===== src/rtl/bt_rx_frame_ctrl.sv =====
// rtl/bt_rx_frame_ctrl.sv - byte stream to command frame controller (optional checksum: BT_RX_CHECKSUM_EN)
module bt_rx_frame_ctrl #(
    parameter int unsigned TIMEOUT_CYCLES = 50000,
    parameter int unsigned MAX_LEN        = 8,
    parameter logic [7:0]  SYNC_BYTE      = 8'hAA
) (
    input  logic        clk_in,
    input  logic        reset,
    input  logic        rx_avail,
    input  logic [7:0]  rx_data,
    output logic        cmd_valid,
    input  logic        cmd_ready,
    output logic [3:0]  cmd_len,
    output logic [63:0] cmd_data,
    output logic        frame_err,
    output logic        overrun,
    output logic [7:0]  err_count,
    output logic        busy
);

    // Idle counter only needs to hold TIMEOUT_CYCLES-1; the terminal value fires the abort.
    localparam int unsigned CNT_W = (TIMEOUT_CYCLES > 1) ? $clog2(TIMEOUT_CYCLES) : 1;

`ifdef BT_RX_CHECKSUM_EN
    typedef enum logic [1:0] {IDLE, LEN, PAYLOAD, CHECK} state_t;
`else
    typedef enum logic [1:0] {IDLE, LEN, PAYLOAD} state_t;
`endif

    state_t             state;
    logic [3:0]         len_q;
    logic [3:0]         bytecnt;
    logic [63:0]        payload_buf;
    logic [CNT_W-1:0]   idle_cnt;
`ifdef BT_RX_CHECKSUM_EN
    logic [7:0]         chk_q;
`endif

    logic               timeout_hit;
    logic               byte_ok;
    logic               len_ok;
    logic               last_byte;
    logic               complete;
    logic               bad_byte;
    logic               load_cmd;
    logic               drop_good;
    logic               err_now;
    logic [63:0]        buf_next;
    logic [63:0]        cmd_src;

    // Per-cycle frame decisions; a timeout wins over a byte arriving in the same cycle.
    always_comb begin
        timeout_hit = (state != IDLE) && (idle_cnt == CNT_W'(TIMEOUT_CYCLES - 1));
        byte_ok     = rx_avail && !timeout_hit;
        len_ok      = (rx_data != 8'd0) && (rx_data <= 8'(MAX_LEN));
        last_byte   = (bytecnt == (len_q - 4'd1));
        buf_next    = payload_buf;
        buf_next[{bytecnt[2:0], 3'b000} +: 8] = rx_data;
`ifdef BT_RX_CHECKSUM_EN
        complete    = byte_ok && (state == CHECK) && (rx_data == chk_q);
        bad_byte    = byte_ok && (((state == LEN) && !len_ok) ||
                                  ((state == CHECK) && (rx_data != chk_q)));
        cmd_src     = payload_buf;
`else
        complete    = byte_ok && (state == PAYLOAD) && last_byte;
        bad_byte    = byte_ok && (state == LEN) && !len_ok;
        cmd_src     = buf_next;
`endif
        // A consumer accepting in the completion cycle frees the slot for the new frame.
        load_cmd    = complete && (!cmd_valid || cmd_ready);
        drop_good   = complete && cmd_valid && !cmd_ready;
        err_now     = timeout_hit || bad_byte || drop_good;
    end

    // Frame FSM, idle timer, command holding register and error reporting.
    always_ff @(posedge clk_in) begin
        if (reset) begin
            state       <= IDLE;
            len_q       <= 4'd0;
            bytecnt     <= 4'd0;
            payload_buf <= 64'd0;
            idle_cnt    <= '0;
`ifdef BT_RX_CHECKSUM_EN
            chk_q       <= 8'd0;
`endif
            cmd_valid   <= 1'b0;
            cmd_len     <= 4'd0;
            cmd_data    <= 64'd0;
            frame_err   <= 1'b0;
            overrun     <= 1'b0;
            err_count   <= 8'd0;
        end else begin
            frame_err <= err_now;
            overrun   <= drop_good;
            if (err_now && (err_count != 8'hFF)) begin
                err_count <= err_count + 8'd1;
            end

            if (load_cmd) begin
                cmd_valid <= 1'b1;
                cmd_len   <= len_q;
                cmd_data  <= cmd_src;
            end else if (cmd_valid && cmd_ready) begin
                cmd_valid <= 1'b0;
            end

            if (timeout_hit || (state == IDLE) || rx_avail) begin
                idle_cnt <= '0;
            end else begin
                idle_cnt <= idle_cnt + CNT_W'(1);
            end

            if (timeout_hit) begin
                state <= IDLE;
            end else if (rx_avail) begin
                case (state)
                    IDLE: begin
                        if (rx_data == SYNC_BYTE) begin
                            state <= LEN;
                        end
                    end
                    LEN: begin
                        if (len_ok) begin
                            len_q       <= rx_data[3:0];
                            bytecnt     <= 4'd0;
                            payload_buf <= 64'd0;
`ifdef BT_RX_CHECKSUM_EN
                            chk_q       <= rx_data;
`endif
                            state       <= PAYLOAD;
                        end else begin
                            state <= IDLE;
                        end
                    end
                    PAYLOAD: begin
                        payload_buf <= buf_next;
                        bytecnt     <= bytecnt + 4'd1;
`ifdef BT_RX_CHECKSUM_EN
                        chk_q       <= chk_q ^ rx_data;
                        if (last_byte) begin
                            state <= CHECK;
                        end
`else
                        if (last_byte) begin
                            state <= IDLE;
                        end
`endif
                    end
`ifdef BT_RX_CHECKSUM_EN
                    CHECK: begin
                        state <= IDLE;
                    end
`endif
                    default: begin
                        state <= IDLE;
                    end
                endcase
            end
        end
    end

    assign busy = (state != IDLE);

endmodule


===== config.mk =====
export PLATFORM = sky130hd
export DESIGN_NAME = bt_rx_frame_ctrl
export DESIGN_NICKNAME = d
export VERILOG_FILES = /design/src/rtl/bt_rx_frame_ctrl.sv
export SDC_FILE = /design/constraint.sdc
export NUM_CORES = 1
export LEC_CHECK = 0
export CAP_MARGIN = 20
export CORE_MARGIN = 10
export CORE_UTILIZATION = 43
export DETAILED_ROUTE_END_ITERATION = 10
export PLACE_DENSITY = 0.61
export SYNTH_ARGS = -nofsm -noshare
export SYNTH_HDL_FRONTEND = slang
export SYNTH_SLANG_ARGS = --single-unit

===== constraint.sdc =====
create_clock -name clk_in -period 4.2 [get_ports clk_in]
set_input_delay 0.63 -clock clk_in [delete_from_list [all_inputs] [get_ports clk_in]]
set_output_delay 0.63 -clock clk_in [all_outputs]
set_load 0.03 [all_outputs]

Word level (Yosys, flattened, before mapping):

Cells that the tools add are included.

* $add $sub $neg: 5
* magnitude comparators: 1
* equality and inequality tests: 9
* shift operators: 2
* multiplexer cells: 11
* bitwise gates (word level): 1
* reduce and logical (&&, ||, !) cells: 31

Operators with widths (count)
* 64-bit case mux with 2 select lines: 1
* 64-bit bitwise mux: 1
* 64-bit two-way mux: 1
* 8-bit by 8-bit variable shift with 64-bit output, first input constant: 1
* 8-bit by 8-bit variable part select with 64-bit output: 1
* 16-bit by 1-bit adder with 16-bit output, second input constant: 1
* 16-bit == test, second input constant: 1
* 1-bit logical AND: 12
* 8-bit by 1-bit adder with 8-bit output, second input constant: 1
* 8-bit == test, second input constant: 1
* 8-bit by 4-bit less-or-equal comparator with 1-bit output, second input constant: 1
* 8-bit != test, second input constant: 1
* 6-bit negation with 8-bit output: 1
* 4-bit case mux with 2 select lines: 1
* 4-bit AND reduction: 2
* 8-bit nonzero test: 1
* 2-bit two-way mux: 3
* 2-bit case mux with 3 select lines: 1
* 2-bit nonzero test: 3
* 1-bit logical OR: 5
* 4-bit by 1-bit adder with 4-bit output, second input constant: 1
* 4-bit == test: 1
* 1-bit logical NOT: 4
* 4-bit two-way mux: 1
* 10 further kinds: 13

* bits in registers: 169
* output and inout bits: 80
* logic and storage cells: 71

Logic depth before layout (Yosys ltp):

* depth in word-level cells: 10
* depth in mapped cells: 11
* mapped depth without buffers: 8

Worst setup path before layout:

No wires, ideal clock.

* kind: in2reg
* start point: input port rx_data[5]
* end point: register payload_buf[48]
* library setup time: 117 ps
* arrival: 2391 ps
* required time: 4083 ps
* path slack: 1692 ps
* stages: 7
* path through: buf_2 > or4_4 > or4_1 > buf_4 > o21ai_1 > a21oi_2 > a32o_1

* cells in the longest elaborated chain, start to end: 4
* elaborated cells on any way between the ends: 8
* classes of those cells: order compare (1); eq/ne (1); shift (1); mux (2); reduce/logical (3)

RTL lines
* start: declaration: line 10 `input logic [7:0] rx_data,`
* 8-bit by 4-bit less-or-equal comparator with 1-bit output / 8-bit nonzero test (equally long branches): line 55 `len_ok = (rx_data != 8'd0) && (rx_data <= 8'(MAX_LEN));`
* 1-bit logical AND: line 55
* 2-bit != test (no source line)
* 4-bit AND reduction (no source line)
* end signal: assignment: line 136 `payload_buf <= buf_next;`
* end: declaration: line 33 `logic [63:0] payload_buf;`

Several ways; a longest one is shown, not always the timed one.
A chain may end at the register's enable or synchronous reset.

Final worst setup path:

* start point: register bytecnt[0]
* end point: register payload_buf[6]

* cells in the longest elaborated chain, start to end: 4
* elaborated cells on any way between the ends: 5
* classes of those cells: add/sub (1); shift (2); mux (2)

RTL lines
* start: declaration: line 32 `logic [3:0] bytecnt;`
* start signal: assignment: line 137 `bytecnt <= bytecnt + 4'd1;`
* 6-bit negation with 8-bit output *: line 58 `buf_next[{bytecnt[2:0], 3'b000} +: 8] = rx_data;`
* 8-bit by 8-bit variable part select with 64-bit output / 8-bit by 8-bit variable shift with 64-bit output (equally long branches): line 58
* 64-bit bitwise mux *: line 58
* 64-bit case mux with 2 select lines *: line 116 `case (state)`

Every way passes the cells marked *; elsewhere a longest branch is shown, timed or not.

==> flow_summary.yaml <==
status:
  status: "finished clean"
worst_setup_path:
  path_class: "register to register"
  critPathBufInv: 1
  crit_cells: 7
  crit_slowest_cell: "or4b_1"
  crit_arrival_ps: 3300
  worstRegToRegCells: 7
  crit_fanout: 12
  critPathTopFamily: "simple AND/OR/NAND/NOR gates"
  critPathMaxStageDelay_ps: 850
  critPathCaptureType: "register"
  cp_cell_sequence: "inv_1 -> ha_1 -> ha_1 -> or4b_1 -> o21ai_2 -> a21oi_2 -> a22o_1"
  required_ps: 4520
  critPathMostFrequentCell: "ha_1"
  worstSetupStartpointType: "register"
global_route:
  antenna_found_initial: 0
  grt_use_total: 0.174
  grt_pass1_vias: 5994
  grt_start_max_net_pins: 73
  grt_pass1_wl_mm: 31.8
  overflow: 0
power_and_ir_drop:
  p_sw_mw: 0.711
  p_per_area_nw_per_um2: 381
  power_leakage_nw: 2.87
  p_sw_frac: 0.208
  vdd_drop_max_mv: 0.315
  power_frac_comb: 0.027
  clockPowerShare: 0.504
  p_seq_frac: 0.468
  p_int_mw: 2.71
synth:
  synth_cell_types: 56
  synth_edf_count: 0
  synth.top_cell.area_share: 0.463
  synth-main-ff-cell: "dfxtp_1"
  synth_seq_cells: 169
  avgSynthCellArea_um2: 9.30
  yosys_warnings: 0
  synth_area_leader_cell: "dfxtp_1"
  ys_top_cells_by_area: "dfxtp_1 (46%), nor2_1 (5.7%), a32o_1 (5.5%)"
  synth_nets: 807
  synth_area_um2: 7310
  synth_cells: 786
  async_flop_share: 0
  ys_seq_area_frac: 0.463
timing:
  finalHoldViolCount: 0
  max_slew.worst_pin.slew_ps: 844
  fmax_mhz: 335
  maxSlewViolCount: 0
  fin_crit_sh: 0.710
  min_period_ps: 2980
  final.setup.tns_ps: 0
  fin_skew_ps: 11.0
  rsz0062_at_grt: "false"
  final-setup-viol-count: 0
  relSlewSlack: 0.437
layout:
  post-route-util: 0.540
  diodes: 0
  n_fill_cell: 1527
  syn_to_final_growth_pct: 22.9
  drive_gt1_frac: 0.0935
  fin_nets: 865
  fin_area_um2: 8990
  layout_common_cells: "dfxtp_1 (169), nor2_1 (112), clkdlybuf4s50_1 (90)"
  final_common_cell: "dfxtp_1"
min_path:
  hold_path_depth: 1
  worstHoldPathType: "register to register"
route:
  totalWireLength_mm: 19.7
  via_count: 6275
  wl_per_cell_um: 18.3
  postRouteAntennaNets: 0
  via_per_inst: 5.83
  drcViolationCount: 0
  first_pass_iters: 6
  drtIter0Drc: 359
clock_tree:
  post_cts_buffers: 0
  cts_inserted_buffers: 17
  ctsHoldBuffers: 0
  clk-insertion-delay-late_ps: 440
  numClockSinks: 169
  path_clk_slew_ps: 60
  clockRootBuffer: "clkbuf_16"
  clockBufferDepth: 2
  postCtsResizedCells: 0
  tritoncts: "yes"
  h-tree-depth: 4
placed_design:
  place_congestion: 0.839
  io_buffers: 91
  placed_area_um2: 8330
  hpwlAfterDp_mm: 13.1
job:
  drv_cap: 0
floorplanning:
  coreArea_um2: 16600
  num_rows: 47
  die_w_um: 150
  io_pins: 92
  start_util: 0.439
  fp.dieH_um: 150
  die_area_um2: 22600
Yosys cell counts, drive strengths merged (8+ instances only):
library cell,n
dfxtp,169
nor2,119
nand2,56
clkbuf,45
a311oi,40
a32o,40
nand3,40
a211oi,29
a21oi,26
mux2i,25
nand4,25
buf,23
a22o,17
inv,13
o21ai,13
nand2b,11
xnor2,11
ha,9
nor2b,8
nor3,8
o2bb2ai,8
routing by layer:
layer  track usage  vias up  wire length [um]
met5             0        -                 0
met4        0.0549        0               312
met3        0.0471       30              1260
met2         0.280      192              9220
met1         0.222     3016              8890
li1              -     3037                 -
worst reg2reg max path: stages (launching register included):
cell	delay, ps
dfxtp_1	590
inv_1	190
ha_1	250
ha_1	320
or4b_1	850
o21ai_2	250
a21oi_2	140
a22o_1	290
cell type report:
type | count | area [um^2] | share of cell area
flip-flops and latches | 169 | 3380 | 0.376
well taps | 220 | 275 | 0.0306
inverters | 13 | 48.8 | 0.00543
multi-input cells | 536 | 3600 | 0.401
repair buffers | 107 | 1030 | 0.114
clock buffers | 20 | 457 | 0.0508
clock inverters | 11 | 195 | 0.0217
metrics by stage:
| step | worst slack, ps | power (mW) | std cells | hold WS [ps] |
|---|---|---|---|---|
| 6_report | 1220 | 3.42 | 1076 | 451 |
| 2_1_floorplan | 1690 | 1.69 | 786 | 418 |
| 4_1_cts | 1170 | 3.45 | 1075 | 452 |
| 3_3_place_gp | 1030 | 1.73 | 1044 | 431 |
| 5_1_grt | 1060 | 3.52 | 1076 | 477 |
| 3_5_place_dp | 1010 | 1.73 | 1044 | 447 |
cell families (layout without fill, tap and decap cells):
| group | after synthesis | count (layout) | synth area share |
|---|---|---|---|
| AO/OA/AOI/OAI | 182 | 182 | 0.211 |
| XOR/XNOR | 19 | 19 | 0.0248 |
| adder cells (fa/ha/maj) | 9 | 9 | 0.0154 |
| buffers and inverters | 81 | 151 | 0.0469 |
| flip-flops | 169 | 169 | 0.463 |
| multiplexers | 32 | 32 | 0.0450 |
| AND/OR/NAND/NOR | 294 | 294 | 0.194 |
sequential cells by signal, indices dropped and copies added, names as in the netlist:
name and count:
err_count 8, len_q 4, payload_buf 64, cmd_len 4, state 2, cmd_valid 1, idle_cnt 16, bytecnt 4
cmd_data 64, overrun 1, frame_err 1
power groups by stage:
stage | Combinational, mW | Sequential [mW] | Clock [mW]
floorplan | 0.0525 | 1.64 | 0
global placement | 0.0904 | 1.64 | 0
detailed placement | 0.0922 | 1.64 | 0
CTS | 0.0926 | 1.60 | 1.75
global route | 0.0993 | 1.60 | 1.82
finish | 0.0931 | 1.60 | 1.73
worst paths after layout:
path | startpoint | slack, ps | end
worst max-delay path | bytecnt[0]$_SDFFE_PP0P_ | 1220 | payload_buf[6]$_SDFFE_PP0P_
worst min-delay path | idle_cnt[0]$_SDFF_PP0_ | 450 | idle_cnt[0]$_SDFF_PP0_
worst max register to register | bytecnt[0]$_SDFFE_PP0P_ | 1220 | payload_buf[6]$_SDFFE_PP0P_
worst min register to register | idle_cnt[0]$_SDFF_PP0_ | 450 | idle_cnt[0]$_SDFF_PP0_
No activity file was read; power rests on OpenSTA's default activity.
